**src/rtl/instruction_loader_pkg.sv**
```systemverilog
// Shared definitions for the serial instruction loader: default geometry,
// FSM state encoding and a small state-decode helper.
package instruction_loader_pkg;

  localparam int unsigned BYTE_W_DEF = 4;
  localparam int unsigned ADDR_W_DEF = 8;

  typedef logic [2:0] state_t;

  localparam state_t ST_IDLE = 3'd0;
  localparam state_t ST_HDR  = 3'd1;
  localparam state_t ST_DATA = 3'd2;
  localparam state_t ST_CSUM = 3'd3;
  localparam state_t ST_DONE = 3'd4;
  localparam state_t ST_ERR  = 3'd5;

  // States in which the loader consumes stream bytes.
  function automatic logic is_busy(input state_t s);
    return (s == ST_HDR) || (s == ST_DATA) || (s == ST_CSUM);
  endfunction

endpackage

```
**src/rtl/instruction_loader_word_assembler.sv**
```systemverilog
// Byte-to-word assembler: collects byte_W bytes little-endian (first byte
// lands in the least significant lane).
//   clk, rst_n   : clock, async active-low reset
//   clear        : synchronous restart of the byte counter and shift register
//   shift_en     : accept in_byte this cycle
//   in_byte      : incoming byte
//   word_c       : word including the current byte (valid with word_done_c)
//   word_done_c  : this shift completes a word
module word_assembler
  import instruction_loader_pkg::*;
#(
  parameter int unsigned byte_W = BYTE_W_DEF
) (
  input  logic                  clk,
  input  logic                  rst_n,
  input  logic                  clear,
  input  logic                  shift_en,
  input  logic [7:0]            in_byte,
  output logic [8*byte_W-1:0]   word_c,
  output logic                  word_done_c
);

  localparam int unsigned WORD_W = 8 * byte_W;
  localparam int unsigned CNT_W  = (byte_W > 1) ? $clog2(byte_W) : 1;

  logic [WORD_W-1:0] shreg_q;
  logic [CNT_W-1:0]  cnt_q;

  // New byte enters at the top and older bytes move down one lane, so after
  // byte_W shifts byte 0 sits in bits [7:0].
  always_comb begin
    word_c      = WORD_W'({in_byte, shreg_q} >> 8);
    word_done_c = shift_en && (cnt_q == CNT_W'(byte_W - 1));
  end

  always_ff @(posedge clk or negedge rst_n) begin
    if (!rst_n) begin
      shreg_q <= '0;
      cnt_q   <= '0;
    end else if (clear) begin
      shreg_q <= '0;
      cnt_q   <= '0;
    end else if (shift_en) begin
      shreg_q <= word_c;
      cnt_q   <= word_done_c ? '0 : cnt_q + CNT_W'(1);
    end
  end

endmodule

```
**src/rtl/instruction_loader.sv**
```systemverilog
// Serial instruction loader: parses header / payload / checksum stream and
// writes assembled words to instruction memory.
//   clk, rst_n          : clock, async active-low reset
//   start               : begin a load (honoured in IDLE, DONE, ERR)
//   in_valid, in_data   : byte stream input
//   in_ready            : byte accepted when in_valid && in_ready
//   mem_we/addr/wdata   : one-cycle word write to instruction memory
//   busy, done, error   : status
module instruction_loader
  import instruction_loader_pkg::*;
#(
  parameter int unsigned byte_W = BYTE_W_DEF,
  parameter int unsigned Addr_W = ADDR_W_DEF
) (
  input  logic                 clk,
  input  logic                 rst_n,
  input  logic                 start,
  input  logic                 in_valid,
  input  logic [7:0]           in_data,
  output logic                 in_ready,
  output logic                 mem_we,
  output logic [Addr_W-1:0]    mem_addr,
  output logic [8*byte_W-1:0]  mem_wdata,
  output logic                 busy,
  output logic                 done,
  output logic                 error
);

  localparam int unsigned WORD_W    = 8 * byte_W;
  localparam int unsigned MAX_WORDS = (2 ** Addr_W) / byte_W;

  state_t            state_q, state_d;
  logic [7:0]        n_words_q;
  logic [7:0]        word_cnt_q;
  logic [Addr_W-1:0] addr_q;
  logic [7:0]        csum_q;

  logic              accept_c;
  logic              load_start_c;
  logic              hdr_ok_c;
  logic              shift_en_c;
  logic              last_word_c;
  logic [WORD_W-1:0] asm_word_c;
  logic              asm_done_c;

  word_assembler #(.byte_W(byte_W)) u_asm (
    .clk         (clk),
    .rst_n       (rst_n),
    .clear       (load_start_c),
    .shift_en    (shift_en_c),
    .in_byte     (in_data),
    .word_c      (asm_word_c),
    .word_done_c (asm_done_c)
  );

  // Handshake and datapath qualifiers.
  always_comb begin
    accept_c     = in_valid && in_ready;
    load_start_c = start && !is_busy(state_q);
    hdr_ok_c     = (in_data != 8'd0) && (32'(in_data) <= 32'(MAX_WORDS));
    shift_en_c   = accept_c && (state_q == ST_DATA);
    last_word_c  = asm_done_c && (word_cnt_q == n_words_q - 8'd1);
  end

  // Next-state logic.
  always_comb begin
    state_d = state_q;
    case (state_q)
      ST_IDLE, ST_DONE, ST_ERR: if (load_start_c) state_d = ST_HDR;
      ST_HDR:  if (accept_c) state_d = hdr_ok_c ? ST_DATA : ST_ERR;
      ST_DATA: if (last_word_c) state_d = ST_CSUM;
      ST_CSUM: if (accept_c) state_d = (in_data == csum_q) ? ST_DONE : ST_ERR;
      default: state_d = ST_IDLE;
    endcase
  end

  // State register and status outputs registered from the next state.
  always_ff @(posedge clk or negedge rst_n) begin
    if (!rst_n) begin
      state_q  <= ST_IDLE;
      in_ready <= 1'b0;
      busy     <= 1'b0;
      done     <= 1'b0;
      error    <= 1'b0;
    end else begin
      state_q  <= state_d;
      in_ready <= is_busy(state_d);
      busy     <= is_busy(state_d);
      done     <= (state_d == ST_DONE);
      error    <= (state_d == ST_ERR);
    end
  end

  // Counters, checksum and the memory write port.
  always_ff @(posedge clk or negedge rst_n) begin
    if (!rst_n) begin
      n_words_q  <= '0;
      word_cnt_q <= '0;
      addr_q     <= '0;
      csum_q     <= '0;
      mem_we     <= 1'b0;
      mem_addr   <= '0;
      mem_wdata  <= '0;
    end else begin
      mem_we <= 1'b0;
      if (load_start_c) begin
        n_words_q  <= '0;
        word_cnt_q <= '0;
        addr_q     <= '0;
        csum_q     <= '0;
      end
      if (accept_c && (state_q == ST_HDR)) begin
        n_words_q <= in_data;
      end
      if (shift_en_c) begin
        csum_q <= csum_q ^ in_data;
      end
      if (asm_done_c) begin
        mem_we     <= 1'b1;
        mem_addr   <= addr_q;
        mem_wdata  <= asm_word_c;
        addr_q     <= addr_q + Addr_W'(byte_W);
        word_cnt_q <= word_cnt_q + 8'd1;
      end
    end
  end

endmodule

```
**config.mk**
```make
export PLATFORM = sky130hd
export DESIGN_NAME = instruction_loader
export DESIGN_NICKNAME = d
export VERILOG_FILES = /design/src/rtl/instruction_loader_pkg.sv /design/src/rtl/instruction_loader_word_assembler.sv /design/src/rtl/instruction_loader.sv
export SDC_FILE = /design/constraint.sdc
export NUM_CORES = 1
export LEC_CHECK = 0
export CORE_ASPECT_RATIO = 0.5
export CORE_MARGIN = 2
export CORE_UTILIZATION = 55
export DETAILED_ROUTE_END_ITERATION = 10
export GPL_ROUTABILITY_DRIVEN = 0
export PLACE_DENSITY = 0.81
export SLEW_MARGIN = 20
export SYNTH_ARGS = -nofsm -noshare
export SYNTH_HDL_FRONTEND = slang
export SYNTH_HIERARCHICAL = 1
export SYNTH_SLANG_ARGS = --single-unit
```
**constraint.sdc**
```tcl
create_clock -name clk -period 7.1 [get_ports clk]
set_input_delay 1.775 -clock clk [delete_from_list [all_inputs] [get_ports clk]]
set_output_delay 1.775 -clock clk [all_outputs]
set_load 0.01 [all_outputs]
```
==> key figures, run 1 <==
Global route
  • Pin count of the biggest net entering global routing: 79
  • Initial antenna violation count: 0
  • Global Route Usage Sum: 21.5%
  • Vias in the first global route: 3,009
  • First-pass GRT wire length: 15,600 um
  • Remaining global-route overflow: 0

Setup path
  • Worst EP arrival: roughly 4.9 ns
  • Max Fanout on Critical Path: 35
  • WP data required: ~7.3 ns
  • CP Class: in2reg
  • Slowest stage delay, CP: 0.73 ns
  • Startpoint types: input pin
  • Most Frequent Cell on Critical Path: buf_4
  • Crit-path slowest cell: and2_2
  • CP endpoint kind: flop
  • Worst-path cell chain: clkdlybuf4s50_1 > nand3_1 > inv_1 > buf_4 > and2_2 > buf_4 > mux2_2

Yosys
  • Simple-Gate Fraction of Synth Area: 12.3%
  • Post-Synth Adder-Cell Area: between 1 and 1.5%
  • Mean Syn Cell Area: 11.8 sq um
  • Mux contribution to synthesized area: 15.6%
  • Mapped Area: approximately 0.0047 sq mm
  • Main combinational cell family by area after synthesis: multiplexers
  • Synthesized instance count: around 400
  • Yosys Warn Count: 6
  • Post-synthesis async set-or-reset flop share: 100%
  • EDFF count, synth: 0
  • Sequential area share after synthesis: between 50% and 60%
  • Post-synthesis xor/xnor area fraction: 3.92%
  • Number of distinct library cells after synthesis: 51
  • Synth Flop Type: dfrtp_1
  • Compound-Gate Fraction of Synth Area: 8.06%
  • FF+latch count, synth: 101

STA
  • Worst slew margin: between 30% and 40%
  • Unrepaired setup endpoints after global routing: false
  • Clock skew: 0.00763 ns
  • Fmax: 0.214 GHz
  • Period utilisation layout: 65.8%
  • Final Max Tran Viols: 0
  • TNS Setup: 0 ns
  • Final setup fails: 0
  • Worst-margin pin slew: between 0.9 and 1 ns
  • Setup ws final: around 2.4 ns
  • Tmin final: ~4.7 ns
  • Hold Vio Cnt, Final: 0

Finish
  • Most frequent cells in the layout: dfrtp_1, clkdlybuf4s50_1, mux2_2
  • Commonest non-fill, non-tap cell in the layout: dfrtp_1
  • Final cell count without fillers: approximately 550
  • Layout Utilization: around two thirds
  • Fraction of layout cells with a size suffix above 1: between 10% and 20%
  • Post-route cell area: 0.00546 sq mm
  • Layout area overhead: 16.5%
  • # diodes: 0
  • Fin nets: 452

Clock tree
  • Post-CTS resize count: 0
  • Post-CTS Hold Buffers: 0
  • Root Driver: clkbuf_16
  • Clock slew seen by the registers of the worst setup and hold paths: approximately 0.070 ns
  • Clock Path Buffers: 2
  • CTS tree: done
  • CTS sink count: 101
  • Later-pin clock latency in the skew report: 0.35 ns
  • H-Tree Level Count: 3
  • TritonCTS Buffers: 9
  • Buffer count from post-CTS setup fixing: 0

Power and ir drop
  • P_int: 1.04 mW
  • Peak supply drop: 0.155 mV
  • Cell Pwr Density: around 280 mW/mm^2
  • Sw power: 0.481 mW
  • Switching Share: 31.7%
  • Clock power frac: 30.4%
  • Comb pwr share: 24.3%
  • Leak: around 2.5 nW
  • Sequential Power Share: 45.2%

Routing
  • Drt initial violations: 272
  • Via density: 5.59
  • DR vias: 3,086
  • Routed length per instance: roughly 17 um
  • Residual DRC: 0
  • Antenna Nets Post-Route: 0
  • Routed WL: 9310 um
  • Initial DRT Pass Iterations: 5

Floorplan
  • Initial Utilization: 57.6%
  • Std cell rows: 23
  • Die X: 135 um
  • Io pins: 57
  • Core area: 0.00814 sq mm
  • Die area: 0.00933 sq mm
  • Chip Height: 69.3 um

Place
  • Port-buffer cells: 54
  • DP Worst Slack: 2.13 ns
  • Inst Count DP: 537
  • Detailed placement HPWL: ~6000 um
  • Placed cell area: between 0.005 and 0.006 sq mm

Min path
  • Worst Hold Class: reg2reg

Outcome
  • Status: completed

Job
  • Max Cap Viol: 0
-- worst paths after layout --
check	endpoint	cells past startpoint	startpoint	slack [ns]
worst max-delay path	mem_wdata[25]$_DFFE_PN0P_	7	in_valid	2.43
worst min-delay path	mem_wdata[27]$_DFFE_PN0P_	1	mem_wdata[27]$_DFFE_PN0P_	0.51
worst max register to register	mem_wdata[25]$_DFFE_PN0P_	7	state_q[1]$_DFF_PN0_	3.46
worst min register to register	mem_wdata[27]$_DFFE_PN0P_	1	mem_wdata[27]$_DFFE_PN0P_	0.51
max in group asynchronous	mem_addr[7]$_DFFE_PN0P_	2	rst_n	4.54
min in group asynchronous	mem_wdata[13]$_DFFE_PN0P_	1	rst_n	1.31
-- metal layers --
metal | vias up | routed length (um) | global-route usage [%]
met4 | 0 | 82 | 4.91
met3 | 7 | 485 | 5.99
li1 | 1447 | - | -
met2 | 76 | 4260 | 32.5
met5 | - | 0 | 0
met1 | 1556 | 4480 | 31.2
-- cell usage after synthesis (2+ instances only) --
library cell	instances	area [sq um]
dfrtp_1	101	2530
mux2_2	39	439
nor2_1	36	135
mux2i_1	29	290
nand2_1	23	86.3
o21ai_0	20	100
xnor2_1	12	105
buf_4	11	82.6
nand3_1	11	55.1
clkbuf_1	10	37.5
a22o_1	9	78.8
xor2_1	9	78.8
inv_1	7	26.3
nor3b_1	7	52.6
a21o_1	6	45.0
nor2b_1	6	37.5
nand3b_1	5	37.5
ha_1	4	50.1
nand4_1	4	25.0
a21oi_1	3	15.0
buf_12	3	60.1
buf_2	3	15.0
nand2b_1	3	18.8
nor4_1	3	18.8
a31oi_1	2	12.5
and2_1	2	12.5
nand4b_1	2	17.5
nor2_2	2	12.5
nor3_1	2	10.0
o31ai_1	2	15.0
-- layout make-up --
class / instances / area [sq um]
Clock buffer: 10 / 239
Clock inverter: 5 / 42.5
Fill cell: 625 / 2680
Inverter: 7 / 26.3
Multi-Input combinational cell: 260 / 1930
Sequential cell: 101 / 2530
Tap cell: 112 / 140
Timing Repair Buffer: 57 / 561
-- cell families (layout without fill, tap and decap cells) --
group | Yosys count | in the layout
compound gates | 54 | 54
xor+xnor | 21 | 21
fa+ha+maj | 4 | 4
buf+inv | 37 | 79
flops | 101 | 101
mux | 68 | 68
other cells | 1 | 2
simple gates | 111 | 111
-- flip-flops by register name, summed over array words and instances (netlist names), 2 cells and up --
register / flops
u_asm/cnt_q: 2
n_words_q: 8
mem_addr: 6
addr_q: 6
csum_q: 8
mem_wdata: 32
u_asm/shreg_q: 24
state_q: 3
word_cnt_q: 8
-- power by group through the flow --
stage | registers [mW] | logic [mW] | clock network (mW)
final | 0.687 | 0.369 | 0.462
after floorplan | 0.682 | 0.295 | 0
after CTS | 0.686 | 0.368 | 0.472
after global placement | 0.696 | 0.358 | 0
after global routing | 0.694 | 0.409 | 0.503
after detailed placement | 0.695 | 0.367 | 0
-- per-stage QoR --
| stage | power, mW | hold WS [ns] |
|---|---|---|
| 3_3_place_gp | 1.05 | 0.488 |
| 3_5_place_dp | 1.06 | 0.495 |
| 4_1_cts | 1.53 | 0.511 |
| 6_report | 1.52 | 0.506 |
| 5_1_grt | 1.61 | 0.526 |
| 2_1_floorplan | 0.977 | 0.478 |
-- worst max-delay path: cells and delay by family --
| kind | cells | cell delay (ns) |
|---|---|---|
| buf+inv | 4 | 1.60 |
| mux | 1 | 0.38 |
| simple gates | 2 | 1.13 |
Note: power is estimated with default switching activity, not from simulation.
==> inputs of run 2 (changes only) <==
==> constraint.sdc (replaced) <==
create_clock -name clk -period 4.35 [get_ports clk]
set_input_delay 1.0875 -clock clk [delete_from_list [all_inputs] [get_ports clk]]
set_output_delay 1.0875 -clock clk [all_outputs]
set_load 0.01 [all_outputs]
==> run 2 against run 1 <==
Net effect: sequential cell count unchanged; combinational power increased by 67%; via count decreased by 0.16%; sequential power increased by 63%; cell count increased by 1.1%; global-route usage about the same; largest power group unchanged; clock-buffer cell count unchanged; design area increased by 0.62%; total power increased by 64%; first-iteration DRC count decreased by 1.8%.
==> key figures, run 2 (synthesis results as in run 1) <==
Power and ir drop
  • Cell Pwr Density: 451 mW/mm^2 (+62%)
  • Comb pwr share: 24.9% (+0.6 points)
  • Sequential Power Share: 45.1% (about the same)
  • Switching Share: 32.0% (+0.27 points)
  • Power Total: 2.48 mW (+64%)
  • Peak supply drop: 0.259 mV (+68%)
  • Leak: 2.53 nW (+0.85%)
  • Clock power frac: 30.1% (-0.3 points)
  • P_int: 1.69 mW (+63%)
  • Sw power: 0.793 mW (+65%)

Global route
  • Initial antenna violation count: 0 (unchanged)
  • Vias in the first global route: 3,110 (+3.4%)
  • Remaining global-route overflow: 0 (unchanged)
  • Pin count of the biggest net entering global routing: 85 (+7.6%)
  • Global Route Usage Sum: 21.5% (about the same)
  • First-pass GRT wire length: 15,700 um (+0.40%)

Clock tree
  • H-Tree Level Count: 3 (unchanged)
  • Post-CTS Hold Buffers: 0 (unchanged)
  • CTS tree: done
  • TritonCTS Buffers: 9 (unchanged)
  • Clock slew seen by the registers of the worst setup and hold paths: 0.07 ns (about the same)
  • Buffer count from post-CTS setup fixing: 0 (unchanged)
  • Root Driver: clkbuf_16
  • CTS sink count: 101 (unchanged)
  • Post-CTS resize count: 0 (unchanged)
  • Later-pin clock latency in the skew report: 0.35 ns (about the same)
  • Clock Path Buffers: 2 (unchanged)

STA
  • TNS Setup: 0 ns (unchanged)
  • Hold Vio Cnt, Final: 0 (unchanged)
  • Clock skew: 0.00843 ns (+0.000802 ns)
  • Period utilisation layout: roughly two thirds
  • Final Max Tran Viols: 0 (unchanged)
  • Final setup fails: 0 (unchanged)
  • Fmax: 0.335 GHz
  • Tmin final: 2.98 ns
  • Worst slew margin: 50.5% (+14 points)
  • Unrepaired setup endpoints after global routing: false
  • Worst-margin pin slew: 0.742 ns (-0.214 ns)

Floorplan
  • Io pins: 57 (unchanged)
  • Std cell rows: 23 (unchanged)
  • Core area: 0.00814 sq mm (unchanged)
  • Die X: 135 um (unchanged)
  • Die area: 0.00933 sq mm (unchanged)
  • Chip Height: 69.3 um (unchanged)
  • Initial Utilization: 57.6% (unchanged)

Setup path
  • Reg-to-reg endpoint: mem_wdata[14]$_DFFE_PN0P_
  • Startpoint types: input pin
  • Depth of the most critical reg-to-reg path: 7 (unchanged)
  • Max Fanout on Critical Path: 23 (-34%)
  • Critical R2R Launch: state_q[1]$_DFF_PN0_
  • Worst EP arrival: 3.22 ns (-1.68 ns)
  • CP endpoint kind: flop
  • FF-to-FF setup slack: 1.83 ns (-1.63 ns)
  • CP Class: in2reg
  • WP data required: 4.58 ns (-2.75 ns)
  • Crit path launch: in_valid

Finish
  • Area of the multi-input gates: 0.00193 sq mm (unchanged)
  • Largest Register: mem_wdata
  • Final cell count without fillers: 558 (+1.1%)
  • Max FFs per register: 32 (unchanged)
  • Largest regs: mem_wdata x32, u_asm/shreg_q x24
  • Most frequent cells in the layout: dfrtp_1, clkdlybuf4s50_1, mux2_2
  • Fin nets: 457 (+1.1%)
  • Register Area: 0.00253 sq mm (unchanged)
  • # diodes: 0 (unchanged)
  • Commonest non-fill, non-tap cell in the layout: dfrtp_1
  • Fillers: 598 (-4.3%)
  • Layout area overhead: 17.2%
  • Fraction of layout cells with a size suffix above 1: 16.6% (+0.91 points)

Routing
  • Initial DRT Pass Iterations: 4 (-1)
  • Routed length per instance: 16.4 um (-2.7%)
  • Routed WL: 9160 um (-1.6%)
  • Residual DRC: 0 (unchanged)
  • DR vias: 3,081 (-0.16%)
  • Via density: 5.52 (-1.2%)
  • Drt initial violations: 267 (-1.8%)
  • Antenna Nets Post-Route: 0 (unchanged)

Min path
  • Hold Path End: mem_wdata[0]$_DFFE_PN0P_
  • Worst Hold Class: reg2reg
  • Hold Path Stages: 1 (unchanged)
  • Worst min-delay path startpoint: u_asm/shreg_q[8]$_DFFE_PN0P_

Place
  • Inst Count DP: 542 (+0.93%)
  • Port-buffer cells: 54 (unchanged)
  • Detailed placement HPWL: 6010 um (+0.53%)

Job
  • Max Cap Viol: 0 (unchanged)

Outcome
  • Status: completed
-- run 2: per-layer routing --
layer / part of all wire, % / global-route usage [%] / vias up
met1: 50 / 31.9 / 1550
met3: 4.1 / 5.48 / 8
li1: - / - / 1463
met5: 0 / 0 / -
met2: 45 / 31.3 / 60
met4: 0.68 / 6.20 / 0
-- run 2: area by class of cell --
cell class | count | share of cell area (%)
flip-flops and latches | 101 | 46.0
clock inverters | 6 | 0.819
multi-input cells | 260 | 35.1
repair buffers | 62 | 10.9
inverters | 7 | 0.478
well taps | 112 | 2.55
clock buffers | 10 | 4.17
-- run 2: critical path, stage by stage --
cell and delay [ns]:
clkdlybuf4s50_1 0.54, nand3_1 0.10, buf_4 0.20, inv_1 0.08, and2_2 0.44, buf_4 0.37
mux2_2 0.38
-- run 2: metrics by stage --
| stage | util [%] | setup WS (ns) | hold WS (ns) | area (sq um) |
|---|---|---|---|---|
| after CTS | 67.4 | 1.37 | 0.509 | 5490 |
| after global routing | 67.5 | 1.24 | 0.521 | 5500 |
| after detailed placement | 64.1 | 1.03 | 0.490 | 5220 |
| final | 67.5 | 1.37 | 0.504 | 5500 |
| after global placement | 64.1 | 1.05 | 0.490 | 5220 |
| after floorplan | - | 1.26 | 0.478 | 4690 |
-- run 2: how the worst max path moves through the flow --
| stage | to | slack, ns | cells past startpoint |
|---|---|---|---|
| after global routing | state_q[0]$_DFF_PN0_ | 1.24 | 8 |
| after CTS | mem_wdata[26]$_DFFE_PN0P_ | 1.37 | 7 |
| after global placement | mem_wdata[12]$_DFFE_PN0P_ | 1.05 | 7 |
| final | mem_wdata[14]$_DFFE_PN0P_ | 1.37 | 7 |
| after detailed placement | mem_wdata[14]$_DFFE_PN0P_ | 1.03 | 7 |
| after floorplan | word_cnt_q[7]$_DFFE_PN0P_ | 1.26 | 13 |
-- run 2: power by group through the flow --
stage	Combinational, mW	Clock, mW	Sequential, mW
4_1_cts	0.617	0.760	1.12
2_1_floorplan	0.481	0	1.11
3_3_place_gp	0.597	0	1.13
6_report	0.617	0.746	1.12
5_1_grt	0.683	0.804	1.13
3_5_place_dp	0.612	0	1.14
==> inputs of run 3 (changes only) <==
==> constraint.sdc (replaced) <==
create_clock -name clk -period 2.75 [get_ports clk]
set_input_delay 0.6875 -clock clk [delete_from_list [all_inputs] [get_ports clk]]
set_output_delay 0.6875 -clock clk [all_outputs]
set_load 0.01 [all_outputs]
==> run 3 against run 2 <==
Net effect: first-iteration DRC count decreased by 17%; sequential share of layout area decreased by 0.60 points; total power increased by 58%; sequential cell count unchanged; wire length increased by 2.3%; core utilization increased by 0.89 points; critical path depth decreased by 1.
==> key figures, run 3 (synthesis results as in run 1) <==
Routing
  • DR vias: 3,100 (+0.62%)
  • Initial DRT Pass Iterations: 4 (unchanged)
  • Routed WL: 9370 um (+2.3%)
  • Drt initial violations: 221 (-17%)
  • Routed length per instance: 16.6 um (+0.86%)
  • Residual DRC: 0 (unchanged)
  • Antenna Nets Post-Route: 0 (unchanged)
  • Via density: 5.48 (-0.81%)

Job
  • Max Cap Viol: 0 (unchanged)

Finish
  • Largest regs: mem_wdata x32, u_asm/shreg_q x24
  • # diodes: 0 (unchanged)
  • Max FFs per register: 32 (unchanged)
  • Commonest non-fill, non-tap cell in the layout: dfrtp_1
  • Fillers: 612 (+2.3%)
  • Layout area overhead: 18.7%
  • Fraction of layout cells with a size suffix above 1: 18.3% (+1.7 points)
  • Most frequent cells in the layout: dfrtp_1, clkdlybuf4s50_1, mux2_2
  • Register Area: 0.00253 sq mm (unchanged)
  • Layout Utilization: 68.4% (+0.89 points)
  • Area of the multi-input gates: 0.00193 sq mm (unchanged)
  • Fin nets: 467 (+2.2%)
  • Largest Register: mem_wdata

Floorplan
  • Chip Height: 69.3 um (unchanged)
  • Die X: 135 um (unchanged)
  • Std cell rows: 23 (unchanged)
  • Die area: 0.00933 sq mm (unchanged)
  • Io pins: 57 (unchanged)
  • Core area: 0.00814 sq mm (unchanged)
  • Initial Utilization: 57.6% (unchanged)

STA
  • Period utilisation layout: 82.6%
  • Fmax: 0.440 GHz
  • Worst slew margin: 59.4% (+8.8 points)
  • Hold Vio Cnt, Final: 0 (unchanged)
  • Clock skew: 0.00652 ns (-0.00192 ns)
  • Final setup fails: 0 (unchanged)
  • Worst-margin pin slew: 0.604 ns (-0.138 ns)
  • Tmin final: ~2.3 ns
  • Worst hold slack: 0.264 ns (-0.240 ns)
  • TNS Setup: 0 ns (unchanged)
  • Unrepaired setup endpoints after global routing: false
  • Final Max Tran Viols: 0 (unchanged)

Setup path
  • CP Class: in2reg
  • Depth of the most critical reg-to-reg path: 6 (-1)
  • Max Fanout on Critical Path: 4 (-83%)
  • WP data required: 2.96 ns (-1.62 ns)
  • Startpoint types: input pin
  • Worst EP arrival: 2.48 ns (-0.74 ns)
  • CP endpoint kind: flop

Min path
  • Worst Hold Class: in2async

Global route
  • First-pass GRT wire length: 15,700 um (-0.22%)
  • Global Route Usage Sum: 21.5% (+0.042 points)
  • Met1 GRT Util: 32.2% (+0.34 points)
  • Grt peak-use layer: met1
  • Remaining global-route overflow: 0 (unchanged)
  • GR Layer Usage met2: 31.0% (-0.34 points)
  • Vias in the first global route: 2,966 (-4.6%)
  • Met3 Usage GRT: 5.77% (+0.29 points)
  • Initial antenna violation count: 0 (unchanged)
  • Pin count of the biggest net entering global routing: 33 (-61%)

Clock tree
  • Post-CTS resize count: 0 (unchanged)
  • Later-pin clock latency in the skew report: 0.34 ns (about the same)
  • CTS sink count: 101 (unchanged)
  • Clock Path Buffers: 2 (unchanged)
  • Buffer count from post-CTS setup fixing: 0 (unchanged)
  • TritonCTS Buffers: 9 (unchanged)
  • Root Driver: clkbuf_16
  • CTS tree: done
  • Post-CTS Hold Buffers: 0 (unchanged)
  • Clock slew seen by the registers of the worst setup and hold paths: 0.07 ns (about the same)
  • H-Tree Level Count: 3 (unchanged)

Place
  • Detailed placement HPWL: 6520 um (+8.4%)
  • Port-buffer cells: 54 (unchanged)

Power and ir drop
  • Leak: 2.58 nW (+2.0%)
  • Cell Pwr Density: 704 mW/mm^2 (+56%)
  • Peak supply drop: 0.373 mV (+44%)

Outcome
  • Status: completed
run 3: final timing paths:
check	startpoint	endpoint	slack, ns
max	in_data[5]	state_q[0]$_DFF_PN0_	0.48
min	rst_n	mem_wdata[14]$_DFFE_PN0P_	0.26
max reg2reg	state_q[1]$_DFF_PN0_	mem_wdata[24]$_DFFE_PN0P_	0.49
min reg2reg	mem_wdata[14]$_DFFE_PN0P_	mem_wdata[14]$_DFFE_PN0P_	0.50
max in group asynchronous	rst_n	mem_addr[5]$_DFFE_PN0P_	1.87
min in group clk	mem_wdata[14]$_DFFE_PN0P_	mem_wdata[14]$_DFFE_PN0P_	0.50
run 3: cell type report:
| type | count | share of cell area, % |
|---|---|---|
| sequential | 101 | 45.4 |
| multi-input combinational | 260 | 34.6 |
| timing repair buffer | 72 | 12.3 |
| clock buffer | 9 | 4.04 |
| tap | 112 | 2.52 |
| clock inverter | 5 | 0.674 |
| inverter | 7 | 0.472 |
run 3: worst max-delay path, cell delays in order:
cell	delay, ns
clkdlybuf4s50_1	0.52
nor4_4	0.39
nand3_2	0.13
a211o_1	0.32
a211oi_2	0.32
o31ai_1	0.12
run 3: power breakdown:
group,switching [mW],internal (mW)
combinational,0.551,0.445
clock,0.536,0.609
sequential,0.163,1.62
run 3: metal layers:
metal,share of wire [%],vias up
met5,0,-
met4,0.75,0
met3,6.6,7
met2,44,78
met1,48,1534
li1,-,1481
run 3: metrics by stage:
| stage | worst slack [ns] | instances | total power, mW | area (sq um) |
|---|---|---|---|---|
| finish | 0.479 | 566 | 3.92 | 5570 |
| global route | 0.421 | 566 | 4.15 | 5570 |
| CTS | 0.513 | 566 | 3.95 | 5570 |
| detailed placement | 0.148 | 552 | 2.79 | 5310 |
| global placement | 0.162 | 552 | 2.76 | 5310 |
| floorplan | 0.0624 | 398 | 2.52 | 4700 |
